<file path="src/rtl/codiq_seq_pkg.sv">
// Shared state type and defaults for the IQ coder TX sequencer.
// 50 MHz clock / 25 clocks per chip = 2 Mchip/s.
package codiq_seq_pkg;

    typedef enum logic [1:0] {
        IDLE,
        RUN,
        FLUSH,
        GAP
    } seq_state_t;

    localparam int DEF_CLK_PER_CHIP = 25;
    localparam int DEF_GAP_CYCLES   = 43;
    localparam int DEF_FLUSH_CHIPS  = 2;
    localparam int DEF_LEN_W        = 12;

    function automatic int cnt_width(input int maxval);
        if (maxval < 1) return 1;
        return $clog2(maxval + 1);
    endfunction

endpackage

</file>
<file path="src/rtl/codiq_chip_timer.sv">
// Loadable down-counter with freeze and zero flag.
// Stops at zero; load has priority over counting.
module codiq_chip_timer #(
    parameter int W = 5
) (
    input  logic         clk,
    input  logic         resetn,
    input  logic         load,
    input  logic [W-1:0] load_val,
    input  logic         en,
    output logic         zero
);

    logic [W-1:0] cnt;

    always_ff @(posedge clk or negedge resetn) begin
        if (!resetn) begin
            cnt <= '0;
        end else if (load) begin
            cnt <= load_val;
        end else if (en && (cnt != '0)) begin
            cnt <= cnt - W'(1);
        end
    end

    assign zero = (cnt == '0);

endmodule

</file>
<file path="src/rtl/codiq_tx_sequencer.sv">
// TX sequencer: paces FIFO chips into the IQ coder at one chip per
// CLK_PER_CHIP clocks, then flushes and holds an inter-frame gap.
module codiq_tx_sequencer
    import codiq_seq_pkg::*;
#(
    parameter int CLK_PER_CHIP = DEF_CLK_PER_CHIP,
    parameter int LEN_W        = DEF_LEN_W,
    parameter int FLUSH_CHIPS  = DEF_FLUSH_CHIPS,
    parameter int GAP_CYCLES   = DEF_GAP_CYCLES
) (
    input  logic             clk,
    input  logic             resetn,
    input  logic             start,
    input  logic             abort,
    input  logic [LEN_W-1:0] frame_len,
    input  logic             chip_valid,
    input  logic             chip_data,
    output logic             chip_rd,
    input  logic             dac_ready,
    input  logic             cod_ready,
    output logic             b_in,
    output logic             en_2MHz,
    output logic             mem_state,
    output logic             busy,
    output logic             done,
    output logic             underrun,
    output logic [LEN_W-1:0] chip_cnt
);

    localparam int FL_LEN = FLUSH_CHIPS * CLK_PER_CHIP;
    localparam int FT_MAX = (FL_LEN > GAP_CYCLES) ? FL_LEN - 1
                                                  : GAP_CYCLES - 1;
    localparam int CT_W   = cnt_width(CLK_PER_CHIP - 1);
    localparam int FT_W   = cnt_width(FT_MAX);

    localparam logic [CT_W-1:0] CT_RELOAD = CT_W'(CLK_PER_CHIP - 1);
    localparam logic [FT_W-1:0] FT_FLUSH  = FT_W'(FL_LEN - 1);
    localparam logic [FT_W-1:0] FT_GAP    = FT_W'(GAP_CYCLES - 1);

    seq_state_t       state;
    seq_state_t       state_nx;
    logic [LEN_W-1:0] len_q;
    logic [LEN_W-1:0] len_nx;
    logic [LEN_W-1:0] cnt_nx;
    logic             strobe;
    logic             done_nx;
    logic             ct_load;
    logic             ct_zero;
    logic [CT_W-1:0]  ct_val;
    logic             ft_load;
    logic             ft_en;
    logic             ft_zero;
    logic [FT_W-1:0]  ft_val;

    codiq_chip_timer #(.W(CT_W)) u_chip_tmr (
        .clk      (clk),
        .resetn   (resetn),
        .load     (ct_load),
        .load_val (ct_val),
        .en       (dac_ready),
        .zero     (ct_zero)
    );

    // FLUSH counts only while the DAC accepts; GAP always runs.
    assign ft_en = dac_ready || (state == GAP);

    codiq_chip_timer #(.W(FT_W)) u_frame_tmr (
        .clk      (clk),
        .resetn   (resetn),
        .load     (ft_load),
        .load_val (ft_val),
        .en       (ft_en),
        .zero     (ft_zero)
    );

    always_ff @(posedge clk or negedge resetn) begin
        if (!resetn) begin
            state <= IDLE;
        end else begin
            state <= state_nx;
        end
    end

    always_comb begin
        state_nx = state;
        len_nx   = len_q;
        cnt_nx   = chip_cnt;
        strobe   = 1'b0;
        done_nx  = 1'b0;
        ct_load  = 1'b0;
        ct_val   = '0;
        ft_load  = 1'b0;
        ft_val   = FT_GAP;
        unique case (state)
            IDLE: begin
                if (start && (frame_len != '0)) begin
                    state_nx = RUN;
                    len_nx   = frame_len;
                    cnt_nx   = '0;
                    ct_load  = 1'b1;
                end
            end
            RUN: begin
                if (abort) begin
                    state_nx = GAP;
                    ft_load  = 1'b1;
                end else if (ct_zero && cod_ready && dac_ready) begin
                    strobe  = 1'b1;
                    cnt_nx  = chip_cnt + LEN_W'(1);
                    ct_load = 1'b1;
                    ct_val  = CT_RELOAD;
                    if (cnt_nx == len_q) begin
                        state_nx = FLUSH;
                        ft_load  = 1'b1;
                        ft_val   = FT_FLUSH;
                    end
                end
            end
            FLUSH: begin
                if (abort || (ft_zero && dac_ready)) begin
                    state_nx = GAP;
                    ft_load  = 1'b1;
                end
            end
            GAP: begin
                if (ft_zero) begin
                    state_nx = IDLE;
                    done_nx  = 1'b1;
                end
            end
            default: state_nx = IDLE;
        endcase
    end

    always_ff @(posedge clk or negedge resetn) begin
        if (!resetn) begin
            len_q     <= '0;
            chip_cnt  <= '0;
            b_in      <= 1'b0;
            en_2MHz   <= 1'b0;
            chip_rd   <= 1'b0;
            underrun  <= 1'b0;
            mem_state <= 1'b0;
            busy      <= 1'b0;
            done      <= 1'b0;
        end else begin
            len_q     <= len_nx;
            chip_cnt  <= cnt_nx;
            en_2MHz   <= strobe;
            chip_rd   <= strobe && chip_valid;
            underrun  <= strobe && !chip_valid;
            mem_state <= (state_nx == RUN) || (state_nx == FLUSH);
            busy      <= (state_nx != IDLE);
            done      <= done_nx;
            if (strobe) begin
                b_in <= chip_valid && chip_data;
            end
        end
    end

endmodule
</file>
<file path="config.mk">
export PLATFORM = sky130hd
export DESIGN_NAME = codiq_tx_sequencer
export DESIGN_NICKNAME = d
export VERILOG_FILES = /design/src/rtl/codiq_seq_pkg.sv /design/src/rtl/codiq_chip_timer.sv /design/src/rtl/codiq_tx_sequencer.sv
export SDC_FILE = /design/constraint.sdc
export NUM_CORES = 1
export LEC_CHECK = 0
export BUFFER_PORTS_ARGS = -buffer_cell sky130_fd_sc_hd__buf_2
export CAP_MARGIN = 40
export CORE_MARGIN = 8
export CORE_UTILIZATION = 52
export DETAILED_ROUTE_END_ITERATION = 10
export PLACE_DENSITY = 0.77
export SETUP_SLACK_MARGIN = 0.3
export SYNTH_ARGS = -nofsm -noshare
export SYNTH_HDL_FRONTEND = slang
export SYNTH_SLANG_ARGS = --single-unit
</file>
<file path="constraint.sdc">
create_clock -name clk -period 2.5 [get_ports clk]
set_input_delay 0.375 -clock clk [delete_from_list [all_inputs] [get_ports clk]]
set_output_delay 0.375 -clock clk [all_outputs]
set_load 0.005 [all_outputs]
</file>
==> results.tsv, run 1 <==
metric	value	unit
status	complete, no violations	
clk_latency	0.29	ns
drv_slew	0	
clk_pin_slew_worst_paths	0.08	ns
drtPass1Iterations	5	
fillers	396	
fin_crit_sh	92.6	%
numCtsBuffers	5	
fp.dieH	87.5	um
drive_above_1_share	40.9	%
hold_buffers	0	
drt_iter0_drc	145	
cp_max_fo	7	
die-area	0.00766	mm2
synth.distinct_cells	52	
setup_viol	0	
grt_max_degree	29	
stdcell_area	0.00344	mm2
start_util	53.1	%
hpwlAfterDp	4480	um
required	2.70	ns
grt_use_total	16.6	%
slew_headroom	62.3	%
cts_tree	yes	
setup_tns	0	ns
placed_cells	381	
gp_congestion	0.876	
skew	0.00488	ns
antenna_found_initial	0	
drc	0	
synthesis.area	0.00266	mm2
cap_violations	0	
ys_ff_latch	44	
fp.dieW	87.5	um
arrival	2.52	ns
coreArea	0.00501	mm2
diodes	0	
detail-route-antenna-nets	0	
critPathCaptureType	flip-flop	
p_per_area	980	mW/mm2
total_leakage_power	1.59	nW
layout_min_cycle_time	2.32	ns
wire_per_inst	15.8	um
wirelength	6570	um
ys_seq_area_share	41.4	%
vias	2362	
finalHoldViolations	0	
multi_input_area	0.00161	mm2
synth-edff-count	0	
cts-root-buf	clkbuf_8	
grt_overflow	0	
avgSynthCellArea	9.67	um2
syn_inst	275	
ir_drop	569	uV
ios	39	
first_global_vias	2200	
synth.net_count	304	
synthToLayoutAreaGrowth	29.4	%
rsz0062_at_grt	yes	
port_buffers	38	
startpoint_type	flip-flop	
clock-sinks	44	
viasPerCell	5.66	
ys.flop_type	dfrtp_1	
regArea	0.00111	mm2
synth_warnings	0	
nNetsFinal	376	
dpl_cell_area	0.00298	mm2
htreeDepth	2	
rows	26	
fmax	432	MHz
grt_pass1_wl	10300	um
worst_slew_pin_slew	0.559	ns
hold_class	in -> async	
synthArstFlopShare	100	%
cts.path.max_buffers	2	
fin_cells	417	
path_class	reg -> reg	
[stage by stage]
step	power [mW]	setup WS, ns	hold slack [ns]	utilization, %
after global placement	2.58	0.135	0.446	59.1
after detailed placement	2.62	0.107	0.329	59.5
after CTS	3.14	0.228	0.0107	63.9
after floorplan	2.23	0.221	0.0794	-
after global routing	3.61	0.126	0.0293	68.7
final	3.38	0.185	0.00308	68.7
[cell usage after synthesis (all sizes together) (2+ instances only)]
cell     n  area (um2)
dfrtp   44        1100
nand2   27         101
o21ai   21         105
nor2    18        67.6
inv     13        48.8
mux2    13         146
nand3   12        72.6
xnor2   12         105
ha       9         113
xor2     9        86.3
nor3     8        45.0
nor4     8        50.1
buf      7        53.8
and2     6        37.5
nor2b    6        37.5
o31ai    6        45.0
a211oi   5        37.5
clkbuf   5        18.8
a31oi    4        25.0
nand4    4        37.5
o21a     4        30.0
a21oi    3        15.0
and3     3        18.8
nand2b   3        18.8
a21o     2        15.0
and4     2        17.5
nand3b   2        15.0
nor4b    2        32.5
o41ai    2        36.3
[final timing paths]
| check | startpoint | endpoint | depth (start not counted) | slack (ns) |
|---|---|---|---|---|
| worst max-delay path | chip_cnt[2] | u_frame_tmr.cnt[1] | 9 | 0.18 |
| max in group asynchronous | resetn | chip_cnt[1] | 2 | 2.00 |
| worst min register to register | b_in | b_in | 2 | 0.48 |
| worst min-delay path | resetn | done | 1 | 0.003 |
| min in group clk | chip_valid | underrun | 2 | 0.27 |
| worst max register to register | chip_cnt[2] | u_frame_tmr.cnt[1] | 9 | 0.18 |
[cells by family (layout without fill, tap and decap cells)]
group / Yosys count / count (layout) / synth area share (%)
simple gates: 107 / 108 / 22.7
fa+ha+maj: 9 / 9 / 4.23
buf+inv: 26 / 97 / 4.70
xor+xnor: 21 / 21 / 7.20
compound gates: 55 / 55 / 14.3
mux: 13 / 13 / 5.50
flops: 44 / 44 / 41.4
[routing by layer]
layer  global-route usage, %  part of all wire (%)  up-vias
li1                        -                     -     1122
met1                    22.1                    46     1151
met5                       0                     0        -
met4                    3.28                   1.1        0
met2                    27.3                    48       80
met3                    3.02                   5.4        9
[final cells by class]
| type | instances | share of cell area (%) |
|---|---|---|
| clock buffer | 5 | 2.00 |
| clock inverter | 2 | 0.363 |
| inverter | 14 | 1.53 |
| multi-input combinational | 206 | 46.7 |
| sequential | 44 | 32.2 |
| tap | 70 | 2.54 |
| timing repair buffer | 76 | 14.7 |
[power by group]
part	internal, mW	total (mW)	switching, mW
Clock	0.189	0.423	0.233
Combinational	0.897	1.76	0.866
Sequential	0.951	1.19	0.238
[cell usage in the layout, fill, tap and decap left out, types with 7 or more instances in the layout]
master	synthesis	layout
buf_2	4	38
nand3_1	11	11
buf_4	0	33
inv_1	13	11
dfrtp_1	44	37
nand2_1	27	26
o21ai_1	5	8
xnor2_1	12	10
dfrtp_2	0	7
mux2_2	13	13
nor2_1	18	17
xor2_1	8	8
o21ai_0	16	11
[worst max-delay path: stages, from the launching register on]
cell       delay (ns)
dfrtp_2          0.48
buf_6            0.16
and2_1           0.14
o2bb2ai_1        0.15
a211oi_1         0.28
nand4b_1         0.27
o41ai_4          0.42
buf_4            0.20
o21ai_2          0.06
o31ai_2          0.06
[registers in the layout, indices dropped and copies added, names as in the netlist]
| register | cells |
|---|---|
| en_2MHz | 1 |
| u_chip_tmr.cnt | 5 |
| len_q | 12 |
| underrun | 1 |
| chip_rd | 1 |
| state | 2 |
| mem_state | 1 |
| u_frame_tmr.cnt | 6 |
| busy | 1 |
| done | 1 |
| chip_cnt | 12 |
| b_in | 1 |
[timing repair]
item / in CTS / in global routing
cloned: 1 / 0
pin swaps: 7 / 14
endpoints found under the setup margin: 13 / 20
resized for setup: 11 / 30
hold endpoints to repair: 0 / 0
buffers inserted: 10 / 18
(Power assumes the default switching activity.)
==> run 2, diff against run 1 <==
Settings changed: GPL_ROUTABILITY_DRIVEN set to 0, MAX_ROUTING_LAYER set to met4, REMOVE_ABC_BUFFERS set to 1.
==> results.tsv, run 2 (synthesis results as in run 1) <==
metric	value	unit
status	complete, no violations	
clock-sinks	44	
detail-route-antenna-nets	0	
synthToLayoutAreaGrowth	30.8	%
rows	26	
cp_max_fo	8	
setup_viol	0	
worst_slew_pin_slew	0.562	ns
stdcell_area	0.00348	mm2
vias	2418	
cts-root-buf	clkbuf_8	
antenna_found_initial	0	
drv_slew	0	
ir_drop	530	uV
required	2.70	ns
slowest_stage	dfrtp_1	
post-route-util	69.5	%
power_frac_comb	52.6	%
arrival	2.49	ns
viasPerCell	5.80	
fin_crit_sh	91.8	%
htreeDepth	2	
p_per_area	979	mW/mm2
cap_violations	0	
clkPwrFrac	12.9	%
fin_cells	417	
critPathMaxStageDelay	0.42	ns
cp_top_family	compound AO/OA/AOI/OAI gates	
power.internal	2.02	mW
hpwlAfterDp	4390	um
cp_num_buf_inv	3	
wirelength	7170	um
first_global_vias	2178	
cts_tree	yes	
crit_chain	buf_6, nand3_4, o21a_1, a211oi_1, nand4b_1, buf_6, o41ai_4, buf_4, nand3b_1, nand2_1	
sw_frac_of_total	40.8	%
grt_use_total	16.8	%
finalHoldViolations	0	
placed_cells	385	
top_regs	chip_cnt: 12 flops, len_q: 12 flops, u_frame_tmr.cnt: 6 flops	
drt_iter0_drc	160	
nNetsFinal	376	
fp.dieW	87.5	um
clk_pin_slew_worst_paths	0.09	ns
power_frac_seq	34.6	%
drive_above_1_share	40.3	%
clk_latency	0.30	ns
total_leakage_power	1.62	nW
path_class	reg -> reg	
layout_min_cycle_time	2.29	ns
hold_class	in -> async	
startpoint_type	flip-flop	
ios	39	
setup_tns	0	ns
layout_common_cells	dfrtp_1 (39), buf_2 (39), buf_4 (33)	
skew	0.00750	ns
rsz0062_at_grt	yes	
cts.path.max_buffers	2	
coreArea	0.00501	mm2
critPathCaptureType	flip-flop	
power.switching	1.39	mW
diodes	0	
hold_buffers	0	
die-area	0.00766	mm2
port_buffers	38	
drc	0	
grt_pass1_wl	10000	um
grt_overflow	0	
dpl_cell_area	0.00299	mm2
finalPower	3.41	mW
numCtsBuffers	5	
fmax	436	MHz
wire_per_inst	17.2	um
slew_headroom	62.1	%
path_common_cell	buf_6	
start_util	53.1	%
drtPass1Iterations	4	
grt_max_degree	24	
fp.dieH	87.5	um
-- run 2: cell count changes in the layout (fill, tap and decap cells not counted), sizes merged --
cell	delta
clkbuf	-1
buf	+1
-- run 2: path summary, 6_finish.rpt --
path | start | end | slack [ns] | cells after the start
max in group asynchronous | resetn | chip_cnt[2] | 1.95 | 2
min | resetn | u_frame_tmr.cnt[1] | 0.05 | 1
max reg2reg | chip_cnt[0] | u_frame_tmr.cnt[3] | 0.21 | 10
min in group clk | chip_valid | underrun | 0.23 | 2
min reg2reg | b_in | b_in | 0.48 | 2
max | chip_cnt[0] | u_frame_tmr.cnt[3] | 0.21 | 10
-- run 2: final cells by class --
type	instances	area [um2]
Multi-Input combinational cell	206	1650
Fill cell	368	1530
Sequential cell	44	1110
Timing Repair Buffer	76	504
Tap cell	70	87.6
Clock buffer	5	68.8
Inverter	14	52.6
Clock inverter	2	12.5
-- run 2: metrics by stage --
step	worst slack [ns]	hold slack, ns
2_1_floorplan	0.138	0.0794
3_3_place_gp	0.159	0.446
3_5_place_dp	0.130	0.397
4_1_cts	0.282	0.0753
5_1_grt	0.119	0.0903
6_report	0.206	0.0456
-- run 2: power groups by stage --
stage / clock network (mW) / logic [mW] / registers, mW
6_report: 0.438 / 1.79 / 1.18
5_1_grt: 0.480 / 1.95 / 1.21
4_1_cts: 0.436 / 1.52 / 1.16
3_5_place_dp: 0 / 1.45 / 1.17
3_3_place_gp: 0 / 1.41 / 1.16
2_1_floorplan: 0 / 1.04 / 1.13
-- run 2: timing repair --
action	in CTS	in global routing
pin swaps	7	14
endpoints found under the setup margin	16	18
gates cloned	0	1
resized for setup	18	34
hold endpoints to repair	0	0
setup buffers	5	19
-- run 2: per-layer routing --
metal / GRT usage (%) / vias to the layer above / wire length (um)
met3: 2.92 / 25 / 463
met4: 5.31 / 0 / 254
met2: 26.7 / 103 / 3550
li1: - / 1124 / -
met5: - / - / 0
met1: 21.3 / 1166 / 2900
==> run 3, diff against run 2 <==
Settings changed: REMOVE_ABC_BUFFERS 1 to unset.
==> results.tsv, run 3 (synthesis results as in run 1) <==
metric	value	unit
cts_tree	yes	
crit_chain	buf_6, and2_1, o2bb2ai_1, a211oi_1, nand4b_1, nor3_2, nor3_2, o21a_1, ha_2	
ir_drop	567	uV
clk_latency	0.29	ns
cp_num_buf_inv	1	
setup_viol	0	
slew_headroom	62.0	%
grtUsageMet1	22.6	%
arrival	2.55	ns
placed_cells	381	
reg2reg_slack	0.18	ns
use_met3	2.83	%
drtPass1Iterations	4	
drc	0	
path_class	reg -> reg	
fp.dieH	87.5	um
layout_setup_ws	0.180	ns
wire_per_inst	15.8	um
antenna_found_initial	0	
layout_common_cells	buf_2 (38), dfrtp_1 (37), buf_4 (32)	
worst_slew_pin_slew	0.565	ns
slowest_stage	dfrtp_2	
hold-worst-slack	0.00221	ns
clock-sinks	44	
finalHoldViolations	0	
first_global_vias	2193	
fmax	431	MHz
coreArea	0.00501	mm2
drt_iter0_drc	173	
use_met2	27.1	%
nNetsFinal	375	
path_common_cell	nor3_2	
drive_above_1_share	40.5	%
cp_top_family	simple AND/OR/NAND/NOR gates	
htreeDepth	2	
clk_pin_slew_worst_paths	0.08	ns
finalPower	3.38	mW
grt_use_total	17.1	%
fp.dieW	87.5	um
critPathCaptureType	flip-flop	
start_util	53.1	%
rsz0062_at_grt	yes	
post-route-util	68.5	%
port_buffers	38	
rows	26	
critPathMaxStageDelay	0.49	ns
detail-route-antenna-nets	0	
total_leakage_power	1.58	nW
cap_violations	0	
cts-root-buf	clkbuf_8	
numCtsBuffers	5	
required	2.74	ns
startpoint_type	flip-flop	
mostFrequentLayoutCell	buf_2	
vias	2350	
drv_slew	0	
die-area	0.00766	mm2
cp_max_fo	7	
grt_max_degree	29	
setup_tns	0	ns
grt_overflow	0	
fin_cells	416	
dpl_worst_slack	0.107	ns
top_regs	chip_cnt: 12 flops, len_q: 12 flops, u_frame_tmr.cnt: 6 flops	
wirelength	6560	um
grt_pass1_wl	10300	um
ios	39	
stdcell_area	0.00343	mm2
dpl_cell_area	0.00298	mm2
top_usage_layer	met2	
synthToLayoutAreaGrowth	29.1	%
diodes	0	
hpwlAfterDp	4480	um
skew	0.00568	ns
fin_crit_sh	92.8	%
cts.path.max_buffers	2	
p_per_area	983	mW/mm2
status	complete, no violations	
hold_class	in -> async	
viasPerCell	5.65	
layout_min_cycle_time	2.32	ns
[run 3: cell types whose count changed in the layout (fill, tap and decap cells not counted), moves of 2 or more]
cell / previous run / this run
o31ai_2: 0 / 3
nor3_4: 3 / 1
dfrtp_2: 5 / 7
o31ai_1: 6 / 3
xnor2_1: 8 / 10
dfrtp_1: 39 / 37
buf_12: 0 / 2
xnor2_2: 4 / 2
[run 3: repair_timing]
item / CTS / global route
setup endpoints to repair: 13 / 20
hold buffers: 0 / 0
pin swaps: 7 / 14
buffers inserted: 10 / 17
cloned: 1 / 0
gates resized for setup: 11 / 29
[run 3: final cells by class]
class	instances	area, um2
flip-flops and latches	44	1110
inverters	14	52.6
fillers	397	1580
clock buffers	5	68.8
repair buffers	75	498
clock inverters	2	12.5
well taps	70	87.6
multi-input cells	206	1600
[run 3: path summary, 6_finish.rpt]
kind / cells past startpoint / start / end
min in group clk: 2 / chip_valid / underrun
worst max-delay path: 9 / chip_cnt[2] / mem_state
max in group asynchronous: 2 / resetn / chip_cnt[1]
worst min-delay path: 1 / resetn / done
worst max register to register: 9 / chip_cnt[2] / mem_state
worst min register to register: 2 / b_in / b_in
[run 3: power by group]
part	internal, mW	total [mW]	switching [mW]
registers	0.951	1.19	0.240
clock network	0.189	0.425	0.235
logic	0.897	1.76	0.864
total	2.04	3.38	1.34
[run 3: worst reg2reg max path: cells and delay by family, from the launching register on]
family	cells	cell delay, ns
flops	1	0.49
fa+ha+maj	1	0.30
buf+inv	1	0.16
simple gates	4	0.70
compound gates	3	0.62
[run 3: metal layers]
metal  share of wire (%)  up-vias
met4                 1.1        0
li1                    -     1121
met3                 5.6        9
met5                   0        -
met1                  46     1160
met2                  47       60
